## src/rtl/vme_pkg.sv

```systemverilog
// rtl/vme_pkg.sv - shared constants and state encoding for the VME bus requester
// Contents:
//   ACTIVE / INACTIVE       levels of the active-low VME lines
//   DEFAULT_SYNC_STAGES     default depth of the input synchronisers
//   ST_* / req_state_e      requester state encoding
package vme_pkg;

  localparam logic ACTIVE   = 1'b0;
  localparam logic INACTIVE = 1'b1;

  localparam int DEFAULT_SYNC_STAGES = 2;

  localparam logic [2:0] ST_IDLE     = 3'd0;
  localparam logic [2:0] ST_REQUEST  = 3'd1;
  localparam logic [2:0] ST_WAIT_DTB = 3'd2;
  localparam logic [2:0] ST_OWNED    = 3'd3;
  localparam logic [2:0] ST_RELEASE  = 3'd4;

  typedef enum logic [2:0] {
    IDLE     = ST_IDLE,
    REQUEST  = ST_REQUEST,
    WAIT_DTB = ST_WAIT_DTB,
    OWNED    = ST_OWNED,
    RELEASE  = ST_RELEASE
  } req_state_e;

endpackage

```

## src/rtl/vme_sync.sv

```systemverilog
// rtl/vme_sync.sv - N-flop synchroniser for asynchronous VME inputs
// Ports:
//   clock   system clock
//   reset   synchronous active-high reset, loads RESET_VAL into every stage
//   d       asynchronous input
//   q       synchronised output, STAGES clocks behind d
module vme_sync #(
  parameter int               STAGES    = 2,
  parameter int               WIDTH     = 1,
  parameter logic [WIDTH-1:0] RESET_VAL = '1
) (
  input  logic             clock,
  input  logic             reset,
  input  logic [WIDTH-1:0] d,
  output logic [WIDTH-1:0] q
);

  logic [WIDTH-1:0] stage [STAGES];

  always_ff @(posedge clock) begin
    if (reset) begin
      for (int i = 0; i < STAGES; i++) stage[i] <= RESET_VAL;
    end else begin
      stage[0] <= d;
      for (int i = 1; i < STAGES; i++) stage[i] <= stage[i-1];
    end
  end

  assign q = stage[STAGES-1];

endmodule

```

## src/rtl/vme_bus_requester.sv

```systemverilog
// rtl/vme_bus_requester.sv - card-side VME bus requester on one BR/BG level
// Optional feature: define VME_REQ_FAIR_EN for a fair requester (waits for
// BR[BR_LEVEL] to be released by others before requesting).
// Ports:
//   clock, reset          system clock, synchronous active-high reset
//   local_req             local master wants the bus (level)
//   local_cycle_active    local master mid-transfer, blocks release
//   local_grant           bus owned, local master may drive the DTB
//   vme_bgin / vme_bgout  BG daisy chain in / out, active-low
//   vme_br_in             sensed BR[BR_LEVEL] (fair build only)
//   vme_br_drive          1 = pull BR[BR_LEVEL] low
//   vme_bbsy_in           sensed BBSY, active-low
//   vme_bbsy_drive        1 = pull BBSY low
//   vme_bclr              bus clear, active-low
//   vme_address_strobe    sensed AS, active-low
module vme_bus_requester
  import vme_pkg::*;
#(
  parameter int BR_LEVEL         = 3,
  parameter int RELEASE_ON_CLEAR = 1,
  parameter int BBSY_MIN_CYCLES  = 8,
  parameter int SYNC_STAGES      = DEFAULT_SYNC_STAGES
) (
  input  logic       clock,
  input  logic       reset,
  input  logic       local_req,
  input  logic       local_cycle_active,
  output logic       local_grant,
  input  logic [3:0] vme_bgin,
  output logic [3:0] vme_bgout,
  input  logic       vme_br_in,
  output logic       vme_br_drive,
  input  logic       vme_bbsy_in,
  output logic       vme_bbsy_drive,
  input  logic       vme_bclr,
  input  logic       vme_address_strobe
);

  localparam logic [1:0] LVL   = BR_LEVEL[1:0];
  localparam int         CNT_W = (BBSY_MIN_CYCLES > 1) ? $clog2(BBSY_MIN_CYCLES) : 1;
  localparam logic [CNT_W-1:0] HOLD_LOAD = CNT_W'(BBSY_MIN_CYCLES - 1);

  logic [3:0] bgin_s;
  logic       br_s, bbsy_s, bclr_s, as_s;

  vme_sync #(.STAGES(SYNC_STAGES), .WIDTH(4), .RESET_VAL(4'hF)) u_sync_bgin (
    .clock(clock), .reset(reset), .d(vme_bgin), .q(bgin_s));
  vme_sync #(.STAGES(SYNC_STAGES), .WIDTH(1), .RESET_VAL(1'b1)) u_sync_br (
    .clock(clock), .reset(reset), .d(vme_br_in), .q(br_s));
  vme_sync #(.STAGES(SYNC_STAGES), .WIDTH(1), .RESET_VAL(1'b1)) u_sync_bbsy (
    .clock(clock), .reset(reset), .d(vme_bbsy_in), .q(bbsy_s));
  vme_sync #(.STAGES(SYNC_STAGES), .WIDTH(1), .RESET_VAL(1'b1)) u_sync_bclr (
    .clock(clock), .reset(reset), .d(vme_bclr), .q(bclr_s));
  vme_sync #(.STAGES(SYNC_STAGES), .WIDTH(1), .RESET_VAL(1'b1)) u_sync_as (
    .clock(clock), .reset(reset), .d(vme_address_strobe), .q(as_s));

  // Sensed BBSY is not needed: ownership is decided by the daisy chain and AS.
  logic unused_bbsy;
  assign unused_bbsy = bbsy_s;

  logic br_clear;
`ifdef VME_REQ_FAIR_EN
  assign br_clear = (br_s == INACTIVE);
`else
  logic unused_br;
  assign br_clear  = 1'b1;
  assign unused_br = br_s;
`endif

  req_state_e       state, state_next;
  logic             pass_latch, pass_next, bg_prev;
  logic [CNT_W-1:0] hold_cnt;
  logic [3:0]       bgout_next;
  logic             bg_active, bg_rise, clear_req, release_ok;

  assign bg_active = (bgin_s[LVL] == ACTIVE);
  assign bg_rise   = bg_active && (bg_prev == INACTIVE);

  // A grant is passed only if it starts while we are not requesting; once
  // passing, it keeps passing until BG goes away, whatever local_req does.
  always_comb begin
    pass_next = pass_latch;
    if (!bg_active)
      pass_next = 1'b0;
    else if (bg_rise && state != REQUEST)
      pass_next = 1'b1;
  end

  assign clear_req  = (RELEASE_ON_CLEAR != 0) && (bclr_s == ACTIVE);
  assign release_ok = (hold_cnt == '0) && !local_cycle_active &&
                      (!local_req || clear_req);

  always_comb begin
    state_next = state;
    unique case (state)
      // pass_next (not pass_latch) so a grant arriving this very cycle is
      // passed down the chain instead of racing our own request.
      IDLE:     if (local_req && !pass_next && br_clear) state_next = REQUEST;
      // Absorb wins over withdrawal so the grant is never lost to the chain.
      REQUEST:  if (bg_active)               state_next = WAIT_DTB;
                else if (!local_req)         state_next = IDLE;
      WAIT_DTB: if (as_s == INACTIVE)        state_next = OWNED;
      OWNED:    if (release_ok)              state_next = RELEASE;
      // Hold off until the old grant is gone so it cannot be reused.
      RELEASE:  if (!bg_active)              state_next = IDLE;
      default:                               state_next = IDLE;
    endcase
  end

  always_comb begin
    bgout_next      = bgin_s;
    bgout_next[LVL] = pass_next ? bgin_s[LVL] : INACTIVE;
  end

  always_ff @(posedge clock) begin
    if (reset) begin
      state          <= IDLE;
      pass_latch     <= 1'b0;
      bg_prev        <= INACTIVE;
      hold_cnt       <= '0;
      local_grant    <= 1'b0;
      vme_br_drive   <= 1'b0;
      vme_bbsy_drive <= 1'b0;
      vme_bgout      <= 4'hF;
    end else begin
      state      <= state_next;
      pass_latch <= pass_next;
      bg_prev    <= bgin_s[LVL];
      // Hold time is measured from BBSY assertion, so it also runs in WAIT_DTB.
      if (state == REQUEST && state_next == WAIT_DTB)
        hold_cnt <= HOLD_LOAD;
      else if ((state == WAIT_DTB || state == OWNED) && hold_cnt != '0)
        hold_cnt <= hold_cnt - CNT_W'(1);
      // Drives are registered decodes of the next state: glitch-free enables.
      local_grant    <= (state_next == OWNED);
      vme_br_drive   <= (state_next == REQUEST);
      vme_bbsy_drive <= (state_next == WAIT_DTB) || (state_next == OWNED);
      vme_bgout      <= bgout_next;
    end
  end

endmodule

```

## config.mk

```make
export PLATFORM = sky130hd
export DESIGN_NAME = vme_bus_requester
export DESIGN_NICKNAME = d
export VERILOG_FILES = /design/src/rtl/vme_pkg.sv /design/src/rtl/vme_sync.sv /design/src/rtl/vme_bus_requester.sv
export SDC_FILE = /design/constraint.sdc
export NUM_CORES = 1
export LEC_CHECK = 0
export CORE_UTILIZATION = 35
export CTS_CLUSTER_DIAMETER = 60
export CTS_CLUSTER_SIZE = 20
export DETAILED_ROUTE_END_ITERATION = 10
export RECOVER_POWER = 25
export SLEW_MARGIN = 25
export SYNTH_ARGS = -nofsm -noshare
export SYNTH_HDL_FRONTEND = slang
export SYNTH_SLANG_ARGS = --single-unit
```

## constraint.sdc

```tcl
create_clock -name clock -period 1.4 [get_ports clock]
set_clock_uncertainty 0.05 [all_clocks]
set_input_delay 0.14 -clock clock [delete_from_list [all_inputs] [get_ports clock]]
set_output_delay 0.14 -clock clock [all_outputs]
set_load 0.02 [all_outputs]
```

Yosys cells after proc, flatten, opt, wreduce, memory -nomap -nowiden
Memories as Yosys holds them, arrays and structs flattened. Index checks and enable logic that the tools add are counted.

Memories: 3. Memory bits (writable): 12. Input bits: 12. Word-level logic and storage cells: 68. Register bits after elaboration: 15. Output and inout port bits: 7.

Memories: u_sync_bgin.stage (words 2, bits a word 4, rd ports 2, clocked after memory_dff 0, wr ports 2, line vme_sync.sv:18) `logic [WIDTH-1:0] stage [STAGES];`; u_sync_as.stage (words 2, bits a word 1, rd ports 2, clocked after memory_dff 0, wr ports 2, line vme_sync.sv:18); u_sync_bclr.stage (words 2, bits a word 1, rd ports 2, clocked after memory_dff 0, wr ports 2, line vme_sync.sv:18).

Add/sub/neg operators: 1. Bitwise logic cells: 9. Reduce and logical (&&, ||, !) cells: 18. Muxes and demuxes: 20. Equal/unequal tests: 8.

Operators with widths (number): 3-bit two-way mux (8); 3-bit one-hot mux with 5 select lines (1); 3-bit by 2-bit equality test with 1-bit output (second input constant) (4); 1-bit two-way mux (9); 4-bit two-way mux (2); 1-bit logical AND (7); 3-bit by 1-bit equality test with 1-bit output (second input constant) (2); 3-bit logical NOT (2); 1-bit OR (6); 3-bit equality test (second input constant) (1); 1-bit logical NOT (3); 1-bit logical OR (3); 3-bit by 1-bit inequality test with 1-bit output (second input constant) (1); 1-bit inverter (3); 3-bit nonzero test (1); 3-bit by 1-bit subtractor with 3-bit output (second input constant) (1); 2-bit nonzero test (1); 2-bit OR reduction (1).

Logic depth before layout (Yosys ltp)
Gate-level depths: netlist (run 1). An unclocked memory read counts as a cell.

Depth after elaboration: 13. Depth in mapped cells: 6. Depth with buffers taken out: 6.

Cells and area by module
From an unflattened synthesis (run 1), not the netlist that was laid out.

Cell total of the unflattened synthesis: 91. Area total of the unflattened synthesis: 988.4 um^2.

By module, submodules not included: vme_bus_requester (cells an instance 63, area each 643.1 um^2, seq. area each 300.3 um^2, instances 1); vme_sync at u_sync_bgin (cells an instance 20, area each 240.2 um^2, seq. area each 160.2 um^2, instances 1); vme_sync at u_sync_as ... (cells an instance 4, area each 52.6 um^2, seq. area each 40.0 um^2, instances 2).

Worst setup path after synthesis (run 1)
Ideal clock, no wire load.

Kind: register -> register. From: reg hold_cnt[0]. To: reg hold_cnt[1]. Library setup time: 0.070 ns. Path buffers: 0. Required time: 1.280 ns. Path slack: -0.045 ns. Cell stages (with the launch flop): 6. Period minus slack after synthesis: 1.445 ns. Data arrival time: 1.325 ns. Path through: dfxtp_1 inv_1 ha_1 a21oi_1 mux2_2 a21oi_1.

Longest elaborated chain between the ends: 8. Elaborated cells between the ends (all ways): 13. Classes of those cells: add/sub: 1; eq/ne: 1; mux: 4; reduce/logical: 7.

Ends and longest elaborated chain: from (decl) (line vme_bus_requester.sv:72) `logic [CNT_W-1:0] hold_cnt;`; from (signal assigned) (line vme_bus_requester.sv:133) `hold_cnt <= hold_cnt - CNT_W'(1);`; 3-bit logical NOT (line vme_bus_requester.sv:90) `assign release_ok = (hold_cnt == '0) && !local_cycle_active &&`; 1-bit logical AND (2 in a row) (line vme_bus_requester.sv:90); 3-bit two-way mux (line vme_bus_requester.sv:103) `OWNED: if (release_ok) state_next = RELEASE;`; 3-bit one-hot mux with 5 select lines (line vme_bus_requester.sv:95) `unique case (state)`; 3-bit by 2-bit equality test with 1-bit output (line vme_bus_requester.sv:130) `if (state == REQUEST && state_next == WAIT_DTB)`; 1-bit logical AND (line vme_bus_requester.sv:130); 3-bit two-way mux / 2-bit nonzero test (equally long branches).

Parallel ways exist; a longest one is shown, timed or not. The select of a mux whose other input is x is not followed. A chain may end at the register's enable or synchronous reset.

==> metrics.cfg, run 1 <==
[timing]
fmax_mhz = 705
setup_viol = 1
fin_crit_sh_pct = 101
fin_crit_ns = 1.42
fin_hold_ws_ns = 0.312
timing_max_transition_violations_final = 0
slew_headroom_pct = 81.8
finalWorstSetupSlack_ns = -0.0193
number_of_hold_slack_violations_in_the_final_timing_report = 0
setup_repair_after_global_routing_missed_its_margin = true
transition_time_at_the_pin_with_the_least_slew_margin_ns = 0.269

[pwr]
power.density_nw_per_um2 = 984
leakage_nw = 0.521
post-layout-total-power_mw = 1.29
worst_ir_drop_vdd_uv = 777

[layout]
num-fill-cells = 236
layout_common_cells = sky130_fd_sc_hd__dfxtp_1 (23), sky130_fd_sc_hd__or2_2 (16), sky130_fd_sc_hd__buf_4 (16)
multi_input_comb_area_sq_um = 414
layout.cells.non_filler = 153
areaGrowthSynthToFinish_pct = 41.5
post-route-util_pct = 52.6
seqCellArea_sq_um = 546
layout_commonest_cell = sky130_fd_sc_hd__dfxtp_1
antenna-diode-count = 0
drive_gt1_share_pct = 42.3
num-nets-final = 138
final_cell_area_sq_um = 1310

[floorplanning]
io_pins = 19
core-area_sq_um = 2500
starting_utilization_of_the_core_area_pct = 37.1
std_cell_rows = 18
chipHeight_microns = 53.5
die_outline_area_sq_um = 2860
die_width_microns = 53.5

[placement]
place.port_buffers = 16
dpl-instance-area_sq_um = 1200
place_congestion = 0.793
placed_cells_incl_taps = 145
hpwl_microns = 1100

[synthesis]
synth.ff_latch_count = 27
syn_avg_cell_area_sq_um = 10.3
syn_area_sq_um = 928
sequential_cell_area_fraction_in_the_yosys_report_pct = 58.2
synth-warning-count = 0
post_synth_num_cell_types = 26
post_synth_inst_count = 90
mappedNetlistNets = 104

[worst_hold_path]
hp-start = vme_bgin[3]
worstHoldPathCells = 2
hold-path-endpoint = u_sync_bgin.stage[0][3]
min_delay_path_class = in2reg

[global_routing]
grt_first_pass_wirelength_microns = 2510
grtUsageTotal_pct = 12.2
largest_net_degree_at_the_start_of_global_routing = 17
global_route.overflow_total = 0
first_global_vias = 628
antenna_found_initial = 0

[drt]
routed_wl_microns = 1560
detailedRoute.firstPassIterationCount = 4
routed_via_density = 4.62
antenna_left = 0
detailedRoute.firstIterationViolations = 8
routed_wire_length_per_instance_microns = 10.2
residual_drc = 0
total_vias_in_the_final_route = 707

[critical_path]
startpoint = u_sync_bgin.stage[0][7]
slowest_cell_on_the_critical_path = sky130_fd_sc_hd__or4b_4
worstSetupStartpointType = register
timing.rr.start = u_sync_bgin.stage[0][7]
r2r_setup_slack_ns = -0.02
critical_path.reg2reg.endpoint = local_grant
critPathRequiredTime_ns = 1.62
path_class = reg2reg
crit_arrival_ns = 1.64
critPathMaxStageDelay_ns = 0.56
cp_max_fo = 4
worst-r2r-cell-count = 4
crit_path_cell_trace = or4b_4 -> nand4_1 -> and3_4 -> nor2b_1
cp-end-kind = register

[run]
maxCapViolations = 0

[clock_network]
cts.root.buffer_cell = sky130_fd_sc_hd__clkbuf_4
cts_num_sinks = 27
cts-hold-fix-buffers = 0
clock_insertion_delay_worst_skew_ns = 0.32
h_tree_depth_reported_by_cts = 1
clk_transition_reported_paths_ns = 0.15
tritoncts = yes
cts.path.max_buffers = 2
cts-buffers-inserted = 3

[outcome]
violations_in_the_final_reports = negative setup slack
run_status = finished with violations

==> how the worst max path moves through the flow <==
stage	end	slack, ns
finish	local_grant	-0.02
global route	local_grant	-0.09
CTS	local_grant	-0.03
detailed placement	local_grant	-0.04
global placement	local_grant	-0.03
floorplan	local_grant	0.02
==> cell families after synthesis <==
family,synth area share [%]
AOI/OAI and AO/OA,7.68
xor gates and xnor gates,0.944
adders and majority gates,2.69
buffers and inverters,3.64
DFF,58.2
muxes,1.21
and+or+nand+nor,25.6
==> cell type report <==
type	count	share of cell area (%)
clock buffer	3	1.71
clock inverter	1	0.571
inverter	4	1.14
sequential	27	41.5
tap	30	2.86
timing repair buffer	32	20.7
multi-input combinational	56	31.5
==> power by group <==
group          internal (mW)  total (mW)  switching, mW
logic                 0.0861       0.148         0.0616
clock network          0.109       0.337          0.228
registers              0.798       0.807        0.00972
==> layer usage <==
| metal | share of wire, % | global-route usage [%] | vias up |
|---|---|---|---|
| li1 | - | - | 368 |
| met1 | 47 | 14.7 | 320 |
| met2 | 47 | 20.4 | 17 |
| met3 | 4.7 | 3.16 | 2 |
| met4 | 1.3 | 5.26 | 0 |
| met5 | 0 | 0 | - |
==> metrics by stage <==
step	setup slack (ns)	setup TNS [ns]
3_5_place_dp	-0.0392	-0.0744
4_1_cts	-0.0262	-0.0560
6_report	-0.0193	-0.0193
5_1_grt	-0.0919	-0.168
2_1_floorplan	0.0189	0
3_3_place_gp	-0.0325	-0.0603
==> what timing repair did <==
item                       4_1_cts  5_1_grt
setup buffers                    3        1
setup endpoints to repair        9        4
pin swaps                        4        4
gates resized for setup         11       12
==> critical path: cells and delay by family (launching register included) <==
family,cells,cell delay (ns)
simple gates,4,0.97
flops,1,0.35
==> Yosys cell counts <==
cell type	instances	share of area, %
sky130_fd_sc_hd__dfxtp_1	27	58
sky130_fd_sc_hd__or2_2	16	11
sky130_fd_sc_hd__a21oi_1	6	3.2
sky130_fd_sc_hd__nand2_1	6	2.4
sky130_fd_sc_hd__nor2_1	5	2.0
sky130_fd_sc_hd__inv_1	4	1.6
sky130_fd_sc_hd__a311oi_1	2	1.9
sky130_fd_sc_hd__a31oi_1	2	1.3
sky130_fd_sc_hd__and3_1	2	1.3
sky130_fd_sc_hd__clkbuf_1	2	0.81
sky130_fd_sc_hd__ha_1	2	2.7
sky130_fd_sc_hd__nor3_1	2	1.1
sky130_fd_sc_hd__buf_6	1	1.2
sky130_fd_sc_hd__mux2_2	1	1.2
sky130_fd_sc_hd__nand2b_1	1	0.67
sky130_fd_sc_hd__nand4_1	1	0.67
sky130_fd_sc_hd__nor2b_1	1	0.67
sky130_fd_sc_hd__nor3b_1	1	0.81
sky130_fd_sc_hd__nor3b_2	1	1.3
sky130_fd_sc_hd__nor4b_1	1	0.94
sky130_fd_sc_hd__o21ai_0	1	0.54
sky130_fd_sc_hd__o22ai_1	1	0.67
sky130_fd_sc_hd__or2_1	1	0.67
sky130_fd_sc_hd__or3_1	1	0.67
sky130_fd_sc_hd__or4b_4	1	1.5
sky130_fd_sc_hd__xnor2_1	1	0.94
==> registers in the layout, indices dropped and copies added (netlist names) <==
name               flops
bg_prev                1
hold_cnt               3
local_grant            1
pass_latch             1
state                  3
u_sync_as.stage        2
u_sync_bclr.stage      2
u_sync_bgin.stage      8
vme_bbsy_drive         1
vme_bgout              4
vme_br_drive           1
Note: power is estimated with default switching activity, not from simulation.
==> run 2, diff against run 1 <==
--- a/config.mk
+++ b/config.mk
@@ -5,11 +5,11 @@
 export SDC_FILE = /design/constraint.sdc
 export NUM_CORES = 1
 export LEC_CHECK = 0
-export CORE_UTILIZATION = 35
+export CORE_UTILIZATION = 43
 export CTS_CLUSTER_DIAMETER = 60
 export CTS_CLUSTER_SIZE = 20
 export DETAILED_ROUTE_END_ITERATION = 10
-export RECOVER_POWER = 25
+export PLACE_DENSITY = 0.71
 export SLEW_MARGIN = 25
 export SYNTH_ARGS = -nofsm -noshare
 export SYNTH_HDL_FRONTEND = slang
==> metrics.cfg, run 2 (synthesis gave the netlist of run 1 again) <==
[outcome]
run_status = finished with violations
violations_in_the_final_reports = negative setup slack

[timing]
fin_crit_sh_pct = 101  ; -0.54 points
slew_headroom_pct = 81.5  ; -0.29 points
number_of_hold_slack_violations_in_the_final_timing_report = 0  ; unchanged
transition_time_at_the_pin_with_the_least_slew_margin_ns = 0.277  ; +0.00812 ns
fin_crit_ns = 1.41  ; -0.00757 ns
setup_repair_after_global_routing_missed_its_margin = true
timing_max_transition_violations_final = 0  ; unchanged
fmax_mhz = 708  ; +0.54%
finalWorstSetupSlack_ns = -0.0117  ; +0.00757 ns
setup_viol = 3  ; +2
fin_hold_ws_ns = 0.306  ; -0.00572 ns

[layout]
antenna-diode-count = 0  ; unchanged
areaGrowthSynthToFinish_pct = 39.2
layout_commonest_cell = sky130_fd_sc_hd__dfxtp_1
drive_gt1_share_pct = 40.5  ; -1.8 points
num-fill-cells = 165  ; -30%
layout_common_cells = sky130_fd_sc_hd__dfxtp_1 (23), sky130_fd_sc_hd__or2_2 (16), sky130_fd_sc_hd__buf_4 (14)
max_flop_register = u_sync_bgin.stage
largest_register_ffs = 8  ; unchanged
num-nets-final = 136  ; -1.4%
largest_registers = u_sync_bgin.stage x8, vme_bgout x4

[floorplanning]
starting_utilization_of_the_core_area_pct = 46.4  ; +9.2 points
io_pins = 19  ; unchanged
chipHeight_microns = 48.5  ; -9.4%
std_cell_rows = 16  ; -2
die_outline_area_sq_um = 2350  ; -18%
die_width_microns = 48.5  ; -9.4%
core-area_sq_um = 2000  ; -20%

[global_routing]
antenna_found_initial = 0  ; unchanged
busiest_layer = met2
first_global_vias = 687  ; +9.4%
grt_first_pass_wirelength_microns = 2660  ; +5.8%
grtUsageTotal_pct = 15.1  ; +2.8 points
grt_util_met1_pct = 14.5  ; -0.17 points
largest_net_degree_at_the_start_of_global_routing = 18  ; +1
global_route.usage.met2_pct = 27.5  ; +7.0 points
global_route.overflow_total = 0  ; unchanged
globalRouteMet3Util_pct = 5.66  ; +2.5 points

[pwr]
leakage_nw = 0.514  ; -1.2%
worst_ir_drop_vdd_uv = 843  ; +8.6%
power.density_nw_per_um2 = 1010  ; +2.9%

[run]
maxCapViolations = 0  ; unchanged

[placement]
pre_cts_ws_ns = -0.0783  ; -0.0391 ns
place_congestion = 0.899  ; +13%
place.port_buffers = 16  ; unchanged
hpwl_microns = 998  ; -9.3%

[drt]
detailedRoute.firstIterationViolations = 8  ; unchanged
routed_wl_microns = 1570  ; +0.71%
residual_drc = 0  ; unchanged
routed_wire_length_per_instance_microns = 10.6  ; +4.1%
routed_via_density = 4.82  ; +4.3%
antenna_left = 0  ; unchanged
detailedRoute.firstPassIterationCount = 4  ; unchanged
total_vias_in_the_final_route = 713  ; +0.85%

[clock_network]
cts-hold-fix-buffers = 0  ; unchanged
h_tree_depth_reported_by_cts = 1  ; unchanged
tritoncts = yes
cts-buffers-inserted = 3  ; unchanged
cts.path.max_buffers = 2  ; unchanged
clk_transition_reported_paths_ns = 0.15  ; about the same
cts.root.buffer_cell = sky130_fd_sc_hd__clkbuf_4
cts_num_sinks = 27  ; unchanged
clock_insertion_delay_worst_skew_ns = 0.33  ; about the same

[critical_path]
crit_arrival_ns = 1.63  ; about the same
cp_max_fo = 2  ; -2
path_class = reg2reg
critPathRequiredTime_ns = 1.62  ; about the same
worstSetupStartpointType = register
startpoint = hold_cnt[0]
endpoint_of_the_most_critical_setup_path = hold_cnt[1]
cp-end-kind = register
r2r_setup_slack_ns = -0.01  ; about the same
critical_path.reg2reg.endpoint = hold_cnt[1]
worst-r2r-cell-count = 6  ; +2
timing.rr.start = hold_cnt[0]

[worst_hold_path]
min_delay_path_class = in2reg

-- run 2: timing repair --
| action | 4_1_cts | 5_1_grt |
|---|---|---|
| endpoints found under the setup margin | 10 | 8 |
| hold endpoints to repair | 0 | 0 |
| pin swaps | 2 | 5 |
| resized for setup | 13 | 9 |
| setup buffers | 3 | 3 |
-- run 2: power breakdown --
group          switching, mW  total, mW  internal, mW
clock network          0.241      0.357         0.117
logic                 0.0613      0.143        0.0819
registers            0.00988      0.808         0.798
total                  0.312       1.31         0.996
-- run 2: area by class of cell --
class                   instances  area, sq um  share of cell area (%)
clock buffers                   3         22.5                    1.74
clock inverters                 1         8.76                   0.678
inverters                       4         15.0                    1.16
multi-input cells              56          410                    31.8
flip-flops and latches         27          546                    42.2
well taps                      27         33.8                    2.61
repair buffers                 30          256                    19.8
-- run 2: how the worst min path moves through the flow --
| stage | cells after the start | to | startpoint |
|---|---|---|---|
| 2_1_floorplan | 1 | u_sync_as.stage[0][0] | vme_address_strobe |
| 5_1_grt | 2 | u_sync_as.stage[0][0] | vme_address_strobe |
| 3_3_place_gp | 1 | u_sync_bclr.stage[0][1] | u_sync_bclr.stage[0][0] |
| 3_5_place_dp | 1 | u_sync_bgin.stage[0][4] | u_sync_bgin.stage[0][0] |
| 6_report | 2 | u_sync_bclr.stage[0][0] | vme_bclr |
| 4_1_cts | 2 | u_sync_bclr.stage[0][0] | vme_bclr |
-- run 2: metal layers --
layer  share of wire (%)  wire [microns]  vias to the layer above
met1                  41             650                      321
met3                 5.3              83                        8
met4                 3.9              62                        0
met2                  49             773                       24
li1                    -               -                      360
met5                   0               0                        -
-- run 2: per-stage QoR --
| step | setup TNS, ns | area [sq um] | std cells | utilization, % | total power, mW |
|---|---|---|---|---|---|
| after global routing | -0.286 | 1290 | 148 | 64.6 | 1.38 |
| final | -0.0209 | 1290 | 148 | 64.6 | 1.31 |
| after detailed placement | -0.178 | 1170 | 138 | 58.3 | 0.946 |
| after CTS | 0 | 1230 | 145 | 61.4 | 1.30 |
| after global placement | -0.126 | 1170 | 138 | 58.3 | 0.943 |
| after floorplan | 0 | 932 | 90 | - | 0.888 |
-- run 2: critical path, stage by stage, from the launching register on --
cell	delay, ns
sky130_fd_sc_hd__dfxtp_2	0.36
sky130_fd_sc_hd__inv_2	0.05
sky130_fd_sc_hd__ha_4	0.15
sky130_fd_sc_hd__buf_4	0.13
sky130_fd_sc_hd__a21oi_4	0.14
sky130_fd_sc_hd__mux2_2	0.34
sky130_fd_sc_hd__a21oi_1	0.13
